[config.mk]
export PLATFORM = sky130hd
export DESIGN_NAME = uart_mmio
export DESIGN_NICKNAME = d
export VERILOG_FILES = /design/src/rtl/uart_mmio.sv
export SDC_FILE = /design/constraint.sdc
export NUM_CORES = 1
export LEC_CHECK = 0
export ABC_CLOCK_PERIOD_IN_PS = 4200
export BUFFER_PORTS_ARGS = -buffer_cell sky130_fd_sc_hd__buf_2
export CAP_MARGIN = 20
export CORE_MARGIN = 2
export CORE_UTILIZATION = 60
export DETAILED_ROUTE_END_ITERATION = 10
export PLACE_DENSITY = 0.88
export SYNTH_ARGS = -nofsm -noshare
export SYNTH_HDL_FRONTEND = slang
export SYNTH_SLANG_ARGS = --single-unit
[constraint.sdc]
create_clock -name clk -period 4.2 [get_ports clk]
set_input_delay 0.21 -clock clk [delete_from_list [all_inputs] [get_ports clk]]
set_output_delay 0.21 -clock clk [all_outputs]
set_load 0.05 [all_outputs]
[src/rtl/uart_mmio.sv]
// uart_mmio: memory-mapped 8N1 UART on the CPU data bus.
//   0x01e DATA   : write queues a byte for transmit, read returns the receive buffer
//   0x01c STATUS : {tx_overflow, rx_overrun, rx_valid, tx_empty, tx_full}
// Optional feature macro: UART_MMIO_LOOPBACK_EN feeds the registered tx back into the
// receiver in place of the rx pin.
module uart_mmio #(
    parameter int CLOCK_HZ   = 100_000,
    parameter int BAUD       = 10_000,
    parameter int FIFO_DEPTH = 16,
    parameter int ADDR_WIDTH = 10
) (
    input  logic                  clk,
    input  logic                  rst,
    input  logic [ADDR_WIDTH-1:0] addr,
    input  logic                  wr,
    input  logic                  rd,
    input  logic                  byt,
    input  logic [15:0]           wr_data,
    output logic [15:0]           rd_data,
    output logic                  hit,
    output logic                  tx,
    input  logic                  rx
);

    localparam int DIV   = CLOCK_HZ / BAUD;
    localparam int CNT_W = (DIV > 1) ? $clog2(DIV) : 1;
    localparam int PTR_W = $clog2(FIFO_DEPTH);

    localparam logic [CNT_W-1:0]      DIV_LAST    = CNT_W'(DIV - 1);
    localparam logic [CNT_W-1:0]      HALF_LAST   = CNT_W'(DIV / 2 - 1);
    localparam logic [PTR_W:0]        FIFO_FULL   = (PTR_W + 1)'(FIFO_DEPTH);
    localparam logic [ADDR_WIDTH-1:0] DATA_ADDR   = ADDR_WIDTH'(10'h01e);
    localparam logic [ADDR_WIDTH-1:0] STATUS_ADDR = ADDR_WIDTH'(10'h01c);

    typedef enum logic [1:0] {T_IDLE, T_START, T_DATA, T_STOP} tx_state_t;
    typedef enum logic [1:0] {R_IDLE, R_START, R_DATA, R_STOP} rx_state_t;

    // Byte width is irrelevant: both access sizes use the low data byte.
    logic unused_inputs;
    assign unused_inputs = &{1'b0, byt, wr_data[15:8]};

    // ---------------- bus decode ----------------
    logic data_sel, status_sel;
    logic push_req, rx_rd_clr, status_wr;
    assign data_sel   = (addr == DATA_ADDR);
    assign status_sel = (addr == STATUS_ADDR);
    assign hit        = data_sel | status_sel;
    assign push_req   = wr & data_sel;
    assign rx_rd_clr  = rd & data_sel;
    assign status_wr  = wr & status_sel;

    // ---------------- TX FIFO ----------------
    logic [7:0]       fifo_mem [FIFO_DEPTH];
    logic [7:0]       head_reg;
    logic [PTR_W-1:0] wr_ptr_reg, wr_ptr_next;
    logic [PTR_W-1:0] rd_ptr_reg, rd_ptr_next;
    logic [PTR_W:0]   count_reg, count_next;
    logic             fifo_empty, tx_full, pop, push_ok;

    assign fifo_empty = (count_reg == '0);
    assign tx_full    = (count_reg == FIFO_FULL);
    // A pop in the same cycle frees a slot, so a push into a full FIFO still lands.
    assign push_ok    = push_req & (~tx_full | pop);

    // FIFO storage with a registered read port; head_reg only changes on a pop.
    always_ff @(posedge clk) begin
        if (push_ok) begin
            fifo_mem[wr_ptr_reg] <= wr_data[7:0];
        end
        if (pop) begin
            head_reg <= fifo_mem[rd_ptr_reg];
        end
    end

    // Pointer and occupancy bookkeeping.
    always_comb begin
        wr_ptr_next = wr_ptr_reg + PTR_W'(push_ok);
        rd_ptr_next = rd_ptr_reg + PTR_W'(pop);
        count_next  = count_reg;
        if (push_ok && !pop) begin
            count_next = count_reg + 1'b1;
        end else if (pop && !push_ok) begin
            count_next = count_reg - 1'b1;
        end
    end

    // ---------------- TX serializer ----------------
    tx_state_t        tx_state_reg, tx_state_next;
    logic [CNT_W-1:0] tx_baud_reg, tx_baud_next;
    logic [2:0]       tx_bit_reg, tx_bit_next;
    logic [7:0]       tx_shift_reg, tx_shift_next;
    logic             tx_reg, tx_next;
    logic             tx_overflow_reg, tx_overflow_next;
    logic             tx_empty;

    assign tx_empty = fifo_empty & (tx_state_reg == T_IDLE);
    assign tx       = tx_reg;

    // TX next-state: the head byte is taken into the shifter as the start bit ends,
    // which gives the registered FIFO read a full bit time to settle.
    always_comb begin
        tx_state_next = tx_state_reg;
        tx_baud_next  = tx_baud_reg;
        tx_bit_next   = tx_bit_reg;
        tx_shift_next = tx_shift_reg;
        pop           = 1'b0;
        unique case (tx_state_reg)
            T_IDLE: begin
                if (!fifo_empty) begin
                    pop           = 1'b1;
                    tx_baud_next  = '0;
                    tx_state_next = T_START;
                end
            end
            T_START: begin
                if (tx_baud_reg == DIV_LAST) begin
                    tx_baud_next  = '0;
                    tx_bit_next   = '0;
                    tx_shift_next = head_reg;
                    tx_state_next = T_DATA;
                end else begin
                    tx_baud_next = tx_baud_reg + 1'b1;
                end
            end
            T_DATA: begin
                if (tx_baud_reg == DIV_LAST) begin
                    tx_baud_next  = '0;
                    tx_shift_next = {1'b0, tx_shift_reg[7:1]};
                    tx_bit_next   = tx_bit_reg + 1'b1;
                    if (tx_bit_reg == 3'd7) begin
                        tx_state_next = T_STOP;
                    end
                end else begin
                    tx_baud_next = tx_baud_reg + 1'b1;
                end
            end
            T_STOP: begin
                if (tx_baud_reg == DIV_LAST) begin
                    tx_baud_next  = '0;
                    tx_state_next = T_IDLE;
                end else begin
                    tx_baud_next = tx_baud_reg + 1'b1;
                end
            end
            default: tx_state_next = T_IDLE;
        endcase

        // Line level follows the current state one cycle later (glitch-free output).
        unique case (tx_state_reg)
            T_START: tx_next = 1'b0;
            T_DATA:  tx_next = tx_shift_reg[0];
            default: tx_next = 1'b1;
        endcase

        tx_overflow_next = tx_overflow_reg;
        if (status_wr && wr_data[4]) begin
            tx_overflow_next = 1'b0;
        end
        if (push_req && !push_ok) begin
            tx_overflow_next = 1'b1;
        end
    end

    // ---------------- RX path ----------------
    logic rx_in;
`ifdef UART_MMIO_LOOPBACK_EN
    logic unused_rx;
    assign unused_rx = rx;
    assign rx_in     = tx_reg;
`else
    assign rx_in = rx;
`endif

    rx_state_t        rx_state_reg, rx_state_next;
    logic [CNT_W-1:0] rx_baud_reg, rx_baud_next;
    logic [2:0]       rx_bit_reg, rx_bit_next;
    logic [7:0]       rx_shift_reg, rx_shift_next;
    logic [7:0]       rx_byte_reg, rx_byte_next;
    logic             rx_valid_reg, rx_valid_next;
    logic             rx_overrun_reg, rx_overrun_next;
    logic             sync1_reg, sync2_reg;
    logic             rx_done;

    // RX next-state: sample at bit centres, then hand a good byte to the buffer.
    always_comb begin
        rx_state_next = rx_state_reg;
        rx_baud_next  = rx_baud_reg;
        rx_bit_next   = rx_bit_reg;
        rx_shift_next = rx_shift_reg;
        rx_done       = 1'b0;
        unique case (rx_state_reg)
            R_IDLE: begin
                if (!sync2_reg) begin
                    rx_baud_next  = '0;
                    rx_state_next = R_START;
                end
            end
            R_START: begin
                if (rx_baud_reg == HALF_LAST) begin
                    rx_baud_next  = '0;
                    rx_bit_next   = '0;
                    // Line already back high at mid-start: a glitch, not a frame.
                    rx_state_next = sync2_reg ? R_IDLE : R_DATA;
                end else begin
                    rx_baud_next = rx_baud_reg + 1'b1;
                end
            end
            R_DATA: begin
                if (rx_baud_reg == DIV_LAST) begin
                    rx_baud_next  = '0;
                    rx_shift_next = {sync2_reg, rx_shift_reg[7:1]};
                    rx_bit_next   = rx_bit_reg + 1'b1;
                    if (rx_bit_reg == 3'd7) begin
                        rx_state_next = R_STOP;
                    end
                end else begin
                    rx_baud_next = rx_baud_reg + 1'b1;
                end
            end
            R_STOP: begin
                if (rx_baud_reg == DIV_LAST) begin
                    rx_baud_next  = '0;
                    rx_done       = sync2_reg;   // low stop bit: framing error, drop silently
                    rx_state_next = R_IDLE;
                end else begin
                    rx_baud_next = rx_baud_reg + 1'b1;
                end
            end
            default: rx_state_next = R_IDLE;
        endcase
    end

    // Receive buffer: a byte arriving while the old one is unread is lost unless
    // the CPU is consuming the old one in that very cycle.
    always_comb begin
        rx_byte_next    = rx_byte_reg;
        rx_valid_next   = rx_valid_reg;
        rx_overrun_next = rx_overrun_reg;
        if (status_wr && wr_data[3]) begin
            rx_overrun_next = 1'b0;
        end
        if (rx_done) begin
            if (!rx_valid_reg || rx_rd_clr) begin
                rx_byte_next  = rx_shift_reg;
                rx_valid_next = 1'b1;
            end else begin
                rx_overrun_next = 1'b1;
            end
        end else if (rx_rd_clr) begin
            rx_valid_next = 1'b0;
        end
    end

    // All control state, with synchronous reset.
    always_ff @(posedge clk) begin
        if (rst) begin
            wr_ptr_reg      <= '0;
            rd_ptr_reg      <= '0;
            count_reg       <= '0;
            tx_state_reg    <= T_IDLE;
            tx_baud_reg     <= '0;
            tx_bit_reg      <= '0;
            tx_shift_reg    <= '0;
            tx_reg          <= 1'b1;
            tx_overflow_reg <= 1'b0;
            sync1_reg       <= 1'b1;
            sync2_reg       <= 1'b1;
            rx_state_reg    <= R_IDLE;
            rx_baud_reg     <= '0;
            rx_bit_reg      <= '0;
            rx_shift_reg    <= '0;
            rx_byte_reg     <= '0;
            rx_valid_reg    <= 1'b0;
            rx_overrun_reg  <= 1'b0;
        end else begin
            wr_ptr_reg      <= wr_ptr_next;
            rd_ptr_reg      <= rd_ptr_next;
            count_reg       <= count_next;
            tx_state_reg    <= tx_state_next;
            tx_baud_reg     <= tx_baud_next;
            tx_bit_reg      <= tx_bit_next;
            tx_shift_reg    <= tx_shift_next;
            tx_reg          <= tx_next;
            tx_overflow_reg <= tx_overflow_next;
            sync1_reg       <= rx_in;
            sync2_reg       <= sync1_reg;
            rx_state_reg    <= rx_state_next;
            rx_baud_reg     <= rx_baud_next;
            rx_bit_reg      <= rx_bit_next;
            rx_shift_reg    <= rx_shift_next;
            rx_byte_reg     <= rx_byte_next;
            rx_valid_reg    <= rx_valid_next;
            rx_overrun_reg  <= rx_overrun_next;
        end
    end

    // Read mux: combinational from addr, zero when not addressed.
    always_comb begin
        rd_data = 16'h0000;
        if (status_sel) begin
            rd_data = {11'b0, tx_overflow_reg, rx_overrun_reg, rx_valid_reg, tx_empty, tx_full};
        end else if (data_sel) begin
            rd_data = {8'h00, rx_byte_reg};
        end
    end

endmodule
==> impl_metrics.yaml, run 1 <==
synthesis:
  synth-seq-cells: 197
  yosys.area.top_type: "edfxtp_1"
  yosys_warnings: 0
  yosysSeqAreaShare: 0.647
  synth.distinct_cells: 54
  synth_area_sq_um: 8210
  ys_async_sr_fraction: 0
  synthTopCellsByArea: "edfxtp_1, dfxtp_1, mux4_2"
  avgSynthCellArea_sq_um: 14.1
  synth.top_cell.area_share: 0.498
  syn_inst: 583
  synthFlopType: "edfxtp_1"
  synth_edf_count: 136
critical_path:
  end_kind: "register"
  cpMaxStageDelayCell: "or4_1"
  critPathMaxStageDelay_ns: 0.66
  critPathKind: "register to register"
  crit_family: "simple AND/OR/NAND/NOR gates"
  worst-path-buf-inv: 1
  critPathRequiredTime_ns: 4.53
  startpoint_type: "register"
  r2r_slack_ns: 1.0
  arrival_ns: 3.53
  cpMostUsedCell: "ha_1"
  worstPathCellList: "or4_1 -> o31a_1 -> and2_1 -> ha_1 -> inv_1 -> ha_1 -> a21oi_1 -> a211oi_1 -> a31oi_1 -> mux2_2"
  crit_fanout: 5
global_routing:
  track_usage: 0.236
  busiest_layer: "met2"
  grt_pass1_vias: 4971
  use_met1: 0.291
  grt_use_met3: 0.0498
  antenna_found_initial: 1
  grt_pass1_wl_um: 25800
  overflow: 0
  use_met2: 0.403
  grt_max_degree: 60
sta:
  fin_worst_skew_ns: 0.00961
  fin_crit_sh: 0.762
  slew_headroom: 0.308
  finalSetupViolations: 0
  slew_viol_final: 0
  tightest_slew_ns: 1.04
  finalHoldViolations: 0
  fin_setup_tns_ns: 0
  rsz0062_at_grt: "no"
  fmax_ghz: 0.312
  finalCriticalPeriod_ns: 3.20
power_and_ir_drop:
  swShare: 0.278
  power.density_nw_per_um2: 535
  cellInternalPower_uw: 3520
  p_seq_frac: 0.473
  net-switching-power_uw: 1350
  ir_worst_vdd_mv: 0.291
  p_comb_frac: 0.191
  p_leak_uw: 0.00308
  power_frac_clock: 0.335
drt:
  routedWlPerCell_um: 20.3
  wirelength_um: 16300
  first_iter_violations: 646
  ant_nets: 0
  vias_per_cell: 6.20
  drc_errors: 0
  drt_first_pass_iters: 5
  via_count: 4952
place:
  placed_cells: 766
  io_buffer_count: 32
  dp_hpwl_um: 10300
  place.gp.congestion: 0.768
floorplan:
  rows: 42
  start_util: 0.617
  die_area_sq_um: 14600
  pin_count: 50
  coreArea_sq_um: 13300
  die_w_um: 121
  dieHeight_um: 121
min_path:
  hold_class: "input pin to register"
layout:
  nFillCells: 865
  multi_input_area_sq_um: 2680
  nets: 665
  fin_cells: 799
  area_growth_pct: 10.9
  final_common_cell: "edfxtp_1"
  insertedDiodeCount: 0
  drive_gt1_frac: 0.180
  regArea_sq_um: 5310
  largest_register_ffs: 128
  mostFrequentLayoutCells: "edfxtp_1, dfxtp_1, nor2_1, nand2_1, mux4_2"
  regMostFlops: "fifo_mem"
clock_tree:
  clkTransAtPathRegs_ns: 0.07
  htree_num_levels: 4
  root_buffer: "clkbuf_16"
  cts_made_buffers: 17
  cts_sinks: 197
  cts.repair.resized: 0
  worstSkewPairLatency_ns: 0.43
  clock_path_buffers: 2
  cts_tree: "done"
  post_cts_buffers: 0
run_status:
  status: "complete, no violations"
run:
  max_cap_violations: 0
cell usage after synthesis, types with 5 or more instances:
cell type	number
clkbuf_1	19
o21ai_0	15
nor2b_1	7
nand3_1	17
buf_4	8
nor3_1	6
a211oi_1	8
a21oi_1	31
buf_1	5
mux4_2	33
nor2_1	52
ha_1	21
edfxtp_1	136
a22oi_1	19
inv_1	19
mux2i_1	14
nand2_1	42
dfxtp_1	61
buf_2	5
timing repair:
action / 4_1_cts / 5_1_grt
hold buffers: 1 / 0
endpoints found under the setup margin: 0 / 0
hold endpoints to repair: 1 / 0
per-stage QoR:
step	instance area [sq um]	hold slack, ns	util	power, uW	setup slack, ns
after CTS	9080	0.148	0.683	4880	1.02
after global routing	9100	0.166	0.685	5060	0.840
after detailed placement	8480	0.393	0.638	3250	1.04
after floorplan	8230	0.309	-	3050	1.30
after global placement	8480	0.392	0.638	3190	1.14
final	9100	0.153	0.685	4870	0.998
final cells by class:
| class | instances | area share |
|---|---|---|
| Clock buffer | 18 | 0.0471 |
| Clock inverter | 13 | 0.0184 |
| Inverter | 19 | 0.00783 |
| Multi-Input combinational cell | 337 | 0.294 |
| Sequential cell | 197 | 0.583 |
| Tap cell | 176 | 0.0242 |
| Timing Repair Buffer | 39 | 0.0250 |
kinds of logic (layout without fill, tap and decap cells):
logic type / Yosys count / after routing / share of synthesized area
flip-flops: 197 / 197 / 0.647
AND/OR/NAND/NOR: 159 / 159 / 0.0970
AO/OA/AOI/OAI: 92 / 92 / 0.0740
buffers and inverters: 56 / 89 / 0.0300
multiplexers: 48 / 48 / 0.109
adder cells (fa/ha/maj): 22 / 22 / 0.0345
XOR/XNOR: 8 / 8 / 0.00854
other: 1 / 8 / 0.000457
final timing paths:
check,start,endpoint,cells past startpoint
min,wr_data[2],fifo_mem[9][2],1
max,count_reg[0],count_reg[4],10
min reg2reg,sync1_reg,sync2_reg,1
max reg2reg,count_reg[0],count_reg[4],10
worst reg2reg max path, cell delays in order (launching register included):
cell,delay [ns]
dfxtp_1,0.35
or4_1,0.66
o31a_1,0.35
and2_1,0.20
ha_1,0.22
inv_1,0.17
ha_1,0.31
a21oi_1,0.22
a211oi_1,0.10
a31oi_1,0.17
mux2_2,0.35
layer usage:
layer	vias up	routed length (um)
li1	2246	-
met1	2452	6440
met2	220	8370
met3	32	1080
met4	2	357
met5	-	12
power by group through the flow:
stage	combinational (uW)	sequential (uW)	clock, uW
after detailed placement	851	2400	0
final	932	2310	1640
after global placement	796	2390	0
after global routing	1020	2320	1720
after floorplan	769	2280	0
after CTS	867	2360	1650
Note: power is estimated with default switching activity, not from simulation.
==> run 2, diff against run 1 <==
==> config.mk (replaced) <==
export PLATFORM = sky130hd
export DESIGN_NAME = uart_mmio
export DESIGN_NICKNAME = d
export VERILOG_FILES = /design/src/rtl/uart_mmio.sv
export SDC_FILE = /design/constraint.sdc
export NUM_CORES = 1
export LEC_CHECK = 0
export ABC_AREA = 1
export ABC_CLOCK_PERIOD_IN_PS = 2700
export BUFFER_PORTS_ARGS = -buffer_cell sky130_fd_sc_hd__buf_2
export CAP_MARGIN = 20
export CORE_MARGIN = 2
export CORE_UTILIZATION = 55
export DETAILED_ROUTE_END_ITERATION = 10
export PLACE_DENSITY = 0.85
export SYNTH_ARGS = -nofsm -noshare
export SYNTH_HDL_FRONTEND = slang
export SYNTH_SLANG_ARGS = --single-unit
==> constraint.sdc (replaced) <==
create_clock -name clk -period 2.7 [get_ports clk]
set_input_delay 0.135 -clock clk [delete_from_list [all_inputs] [get_ports clk]]
set_output_delay 0.135 -clock clk [all_outputs]
set_load 0.05 [all_outputs]
==> run 2 against run 1 <==
Sequential power grew 54%. Critical endpoint unchanged. Highest routed layer is now met4. Critical path depth grew 2. Total power up 55%. Cell count rose by 40%. Die area rose by 15%. Via count grew 22%. Hold slack got worse by 0.10 ns. Non-clock buffer count is 11 higher. Design area increased by 6.0%.
==> impl_metrics.yaml, run 2 <==
clock_tree:
  root_buffer: "clkbuf_16"
  cts_made_buffers: 17
  clkTransAtPathRegs_ns: 0.07
  cts_tree: "done"
  post_cts_buffers: 0
  worstSkewPairLatency_ns: 0.43
  clock_path_buffers: 2
  htree_num_levels: 4
  cts_sinks: 197
sta:
  slew_viol_final: 0
  finalCriticalPeriod_ns: 2.47
  finalSetupViolations: 0
  slew_headroom: 0.412
  tightest_slew_ns: 0.880
  rsz0062_at_grt: "no"
  finalHoldViolations: 0
  fin_worst_skew_ns: 0.00972
  fin_setup_tns_ns: 0
  fin_crit_sh: 0.915
  fmax_ghz: 0.405
layout:
  area_growth_pct: 10.6
  final_common_cell: "edfxtp_1"
  final_area_sq_um: 9650
  largest_register_ffs: 128
  nets: 946
  insertedDiodeCount: 0
  nFillCells: 1179
  mostFrequentLayoutCells: "edfxtp_1, inv_1, nand2_1, a21oi_1, nand3_1"
  drive_gt1_frac: 0.114
  regMostFlops: "fifo_mem"
place:
  place.gp.congestion: 0.864
  dp_hpwl_um: 10700
  io_buffer_count: 32
  dpl_cell_area_sq_um: 9080
synthesis:
  yosys_warnings: 0
  yosys-top-cells-count: "edfxtp_1, inv_1, nand2_1"
  yosysSeqAreaShare: 0.608
  yosysMostFrequentCell: "edfxtp_1"
  yosys.area.top_type: "edfxtp_1"
  synth_area_sq_um: 8720
  syn_inst: 861
  avgSynthCellArea_sq_um: 10.1
  synthFlopType: "edfxtp_1"
  synthTopCellsByArea: "edfxtp_1, dfxtp_1, inv_1"
  ys_async_sr_fraction: 0
  synth.top_cell.area_share: 0.468
  synth-seq-cells: 197
  synth_edf_count: 136
  synth.distinct_cells: 44
floorplan:
  dieHeight_um: 130
  rows: 46
  start_util: 0.555
  pin_count: 50
  die_area_sq_um: 16900
  coreArea_sq_um: 15700
  die_w_um: 130
min_path:
  hold_start: "wr"
  hold_class: "input pin to register"
  hold-path-cell-count: 4
  min_to: "tx_overflow_reg"
power_and_ir_drop:
  swShare: 0.313
  cellInternalPower_uw: 5180
  p_leak_uw: 0.00373
  ir_worst_vdd_mv: 0.592
  power_frac_clock: 0.311
  p_seq_frac: 0.472
  net-switching-power_uw: 2360
  power.density_nw_per_um2: 782
  p_comb_frac: 0.216
  p_total_uw: 7540
global_routing:
  grt_max_degree: 67
  overflow: 0
  track_usage: 0.207
  grt_pass1_wl_um: 26700
  antenna_found_initial: 0
  grt_pass1_vias: 5581
run:
  max_cap_violations: 0
critical_path:
  arrival_ns: 2.82
  crit_fanout: 4
  critPathKind: "register to register"
  end_kind: "register"
  critPathRequiredTime_ns: 3.05
  r2r_slack_ns: 0.23
  r2r-end: "count_reg[4]"
  startpoint_type: "register"
  r2r-start: "tx_state_reg[0]"
  reg2regPathDepth: 12
drt:
  drc_errors: 0
  wirelength_um: 16700
  vias_per_cell: 5.39
  routedWlPerCell_um: 14.9
  first_iter_violations: 686
  drt_first_pass_iters: 5
  ant_nets: 0
  via_count: 6044
run_status:
  status: "complete, no violations"
==> run 2: changes by cell type after synthesis, sizes merged, moves of 32 or more <==
cell / change
inv: +111
nand2: +68
nand3: +59
o21ai: +47
a21oi: +44
mux4: -33
o211ai: +32
==> run 2: routing by layer <==
| metal | vias to the layer above | track usage | wire [um] | part of all wire |
|---|---|---|---|---|
| met5 | - | 0 | 0 | 0 |
| met4 | 0 | 0.0942 | 484 | 0.029 |
| met3 | 40 | 0.0377 | 919 | 0.055 |
| met2 | 210 | 0.346 | 8270 | 0.50 |
| met1 | 2819 | 0.264 | 6990 | 0.42 |
| li1 | 2975 | - | - | - |
==> run 2: final cells by class <==
type,instances,area [sq um],share of cell area
inverters,132,495,0.0513
multi-input cells,494,2700,0.280
well taps,216,270,0.0280
clock buffers,18,429,0.0445
repair buffers,50,323,0.0335
clock inverters,14,119,0.0123
flip-flops and latches,197,5310,0.550
==> run 2: stage by stage <==
stage	util	hold slack (ns)	setup WS, ns	instances
after CTS	0.614	0.0429	0.138	1121
after global routing	0.614	0.0355	0.00505	1121
after floorplan	-	0.234	0.494	868
final	0.614	0.0487	0.229	1121
after detailed placement	0.578	0.320	0.205	1088
after global placement	0.578	0.323	0.286	1088
==> run 2: power groups by stage <==
| stage | combinational, uW | clock [uW] | sequential [uW] |
|---|---|---|---|
| after floorplan | 1280 | 0 | 3560 |
| after global placement | 1520 | 0 | 3620 |
| after detailed placement | 1590 | 0 | 3630 |
| after CTS | 1620 | 2370 | 3560 |
| after global routing | 1850 | 2500 | 3590 |
| final | 1630 | 2350 | 3560 |
==> run 2: how the worst max path moves through the flow <==
stage | start | endpoint | slack, ns
after floorplan | tx_state_reg[0] | count_reg[4] | 0.49
after global placement | addr[5] | count_reg[4] | 0.29
after detailed placement | addr[7] | count_reg[4] | 0.20
after CTS | tx_state_reg[0] | count_reg[4] | 0.14
after global routing | tx_state_reg[0] | count_reg[4] | 0.005
final | tx_state_reg[0] | count_reg[4] | 0.23
==> run 2: kinds of logic (layout without fill, tap and decap cells) <==
group           Yosys count  in the layout  synth area share
simple gates            273            273             0.148
flops                   197            197             0.608
compound gates          184            184             0.118
buf+inv                 177            214            0.0857
fa+ha+maj                22             22            0.0324
xor+xnor                  7              7           0.00703
other cells               1              8          0.000430
==> run 2: timing repair <==
| action | 4_1_cts | 5_1_grt |
|---|---|---|
| endpoints found under the hold margin | 1 | 0 |
| setup endpoints to repair | 0 | 1 |
| gates resized for setup | 0 | 2 |
| hold buffers | 1 | 0 |
==> run 2: critical path, stage by stage (launching register included) <==
cell and delay [ns]:
dfxtp_1 0.40, inv_1 0.11, ha_1 0.24, nor2_1 0.22, nor3_2 0.09, ha_2 0.20, fa_1 0.41, or2_2 0.33
nand2_1 0.06, nand2_1 0.05, nand2_1 0.09, nand2_1 0.07, a21oi_1 0.12
==> run 3, diff against run 2 <==
--- a/config.mk
+++ b/config.mk
@@ -6,13 +6,13 @@
 export NUM_CORES = 1
 export LEC_CHECK = 0
 export ABC_AREA = 1
-export ABC_CLOCK_PERIOD_IN_PS = 2700
+export ABC_CLOCK_PERIOD_IN_PS = 3200
 export BUFFER_PORTS_ARGS = -buffer_cell sky130_fd_sc_hd__buf_2
 export CAP_MARGIN = 20
 export CORE_MARGIN = 2
 export CORE_UTILIZATION = 55
 export DETAILED_ROUTE_END_ITERATION = 10
-export PLACE_DENSITY = 0.85
+export PLACE_DENSITY = 0.82
 export SYNTH_ARGS = -nofsm -noshare
 export SYNTH_HDL_FRONTEND = slang
 export SYNTH_SLANG_ARGS = --single-unit
==> constraint.sdc (replaced) <==
create_clock -name clk -period 3.2 [get_ports clk]
set_input_delay 0.16 -clock clk [delete_from_list [all_inputs] [get_ports clk]]
set_output_delay 0.16 -clock clk [all_outputs]
set_load 0.05 [all_outputs]
==> run 3 against run 2 <==
Via count is 0.81% lower. Setup slack better by 0.55 ns. First-iteration DRC count is 4.5% higher. Flip-flop and latch count stayed put. Clock power is 10% lower. Sequential power is 14% lower. Clock-buffer cell count is 1 lower. Die area stayed put. Largest cell class unchanged.
==> impl_metrics.yaml, run 3 (synthesis results as in run 2) <==
run_status:
  status: "complete, no violations"
clock_tree:
  clkTransAtPathRegs_ns: 0.07
  cts_tree: "done"
  clock_path_buffers: 2
  root_buffer: "clkbuf_16"
  cts.repair.resized: 0
  worstSkewPairLatency_ns: 0.45
  cts_sinks: 197
  htree_num_levels: 4
  cts_made_buffers: 17
layout:
  mostFrequentLayoutCells: "edfxtp_1, inv_1, nand2_1, a21oi_1, nand3_1"
  final_common_cell: "edfxtp_1"
  regMostFlops: "fifo_mem"
  drive_gt1_frac: 0.103
  multi_input_area_sq_um: 2700
  nFillCells: 1208
  area_growth_pct: 9.78
  final_area_sq_um: 9570
  regArea_sq_um: 5310
  largest_register_ffs: 128
  nets: 933
  insertedDiodeCount: 0
sta:
  slew_viol_final: 0
  fin_setup_tns_ns: 0
  slew_headroom: 0.394
  fmax_ghz: 0.412
  fin_worst_skew_ns: 0.0127
  finalSetupViolations: 0
  tightest_slew_ns: 0.909
  fin_crit_sh: 0.758
  finalHoldViolations: 0
  rsz0062_at_grt: "no"
  setup_slack_ns: 0.776
  finalCriticalPeriod_ns: 2.42
critical_path:
  arrival_ns: 2.80
  cpMaxStageDelayCell: "dfxtp_1"
  startpoint_type: "register"
  critPathRequiredTime_ns: 3.57
  critPathMaxStageDelay_ns: 0.34
  worstPathCellList: "inv_1 -> ha_1 -> nor2_1 -> nor3_1 -> ha_1 -> inv_1 -> ha_1 -> nand2_1 -> or2_2 -> nand2_1 -> nand2_1 -> nand2_1 -> nand2_1 -> a21oi_1"
  r2r_slack_ns: 0.78
  r2r-end: "count_reg[4]"
  r2r-start: "tx_state_reg[0]"
  end_kind: "register"
  reg2regPathDepth: 14
  cpMostUsedCell: "nand2_1"
  critPathKind: "register to register"
  crit_fanout: 4
floorplan:
  pin_count: 50
  die_w_um: 130
  coreArea_sq_um: 15700
  dieHeight_um: 130
  rows: 46
  die_area_sq_um: 16900
  start_util: 0.555
drt:
  routedWlPerCell_um: 15.1
  vias_per_cell: 5.41
  via_count: 5995
  drc_errors: 0
  drt_first_pass_iters: 5
  wirelength_um: 16700
  ant_nets: 0
  first_iter_violations: 717
global_routing:
  grt_pass1_vias: 5580
  antenna_found_initial: 0
  track_usage: 0.208
  grt_max_degree: 82
  overflow: 0
  grt_pass1_wl_um: 26400
power_and_ir_drop:
  ir_worst_vdd_mv: 0.607
  p_leak_uw: 0.00367
  p_total_uw: 6500
  power.density_nw_per_um2: 679
place:
  place.gp.congestion: 0.843
  io_buffer_count: 32
  place_ws_ns: 0.728
  dpl_cell_area_sq_um: 8970
  dp_hpwl_um: 10500
run:
  max_cap_violations: 0
min_path:
  min_to: "rx_overrun_reg"
  hold_start: "wr"
  hold_class: "input pin to register"
  hold-path-cell-count: 4
==> run 3: cell count changes in the layout (fill, tap and decap cells not counted), sizes merged <==
cell | before | now
buf | 49 | 36
clkinvlp | 0 | 2
bufinv | 0 | 1
clkbuf | 18 | 17
clkinv | 9 | 8
inv | 137 | 136
==> run 3: what timing repair did <==
action | 4_1_cts | 5_1_grt
endpoints found under the hold margin | 1 | 0
hold buffers | 1 | 0
setup buffers | 0 | 0
==> run 3: worst max path at each step <==
stage / cells past startpoint / startpoint / slack [ns] / to
after floorplan: 14 / tx_state_reg[0] / 0.99 / count_reg[4]
after global placement: 16 / addr[5] / 0.74 / count_reg[4]
after detailed placement: 15 / addr[7] / 0.73 / count_reg[4]
after CTS: 14 / tx_state_reg[0] / 0.78 / count_reg[4]
after global routing: 14 / tx_state_reg[1] / 0.56 / count_reg[4]
final: 14 / tx_state_reg[0] / 0.78 / count_reg[4]
==> run 3: critical path: cells and delay by family, from the launching register on <==
family / cells / cell delay [ns]
buffers and inverters: 2 / 0.22
adders and majority gates: 3 / 0.80
and+or+nand+nor: 8 / 0.88
AOI/OAI and AO/OA: 1 / 0.11
DFF: 1 / 0.34
==> run 3: power by group <==
part / total, uW / switching [uW] / internal, uW / leakage (uW)
clock network: 2110 / 1000 / 1110 / 0.000286
logic: 1330 / 879 / 456 / 0.00166
registers: 3060 / 179 / 2880 / 0.00172
==> run 3: layer usage <==
layer,vias up,GRT usage,part of all wire
li1,2943,-,-
met1,2862,0.256,0.42
met2,162,0.348,0.51
met3,28,0.0554,0.056
met4,0,0.0892,0.020
met5,-,0,0
==> run 3: cell type report <==
cell class / instances / share of cell area
tap: 216 / 0.0282
inverter: 132 / 0.0518
timing repair buffer: 37 / 0.0222
multi-input combinational: 494 / 0.281
clock inverter: 15 / 0.0173
clock buffer: 17 / 0.0444
sequential: 197 / 0.555
==> run 3: stage by stage <==
step,hold WS (ns),cells,util
finish,0.0889,1108,0.609
floorplan,0.259,868,-
CTS,0.0620,1108,0.609
detailed placement,0.344,1075,0.571
global route,0.0992,1108,0.609
global placement,0.351,1075,0.571
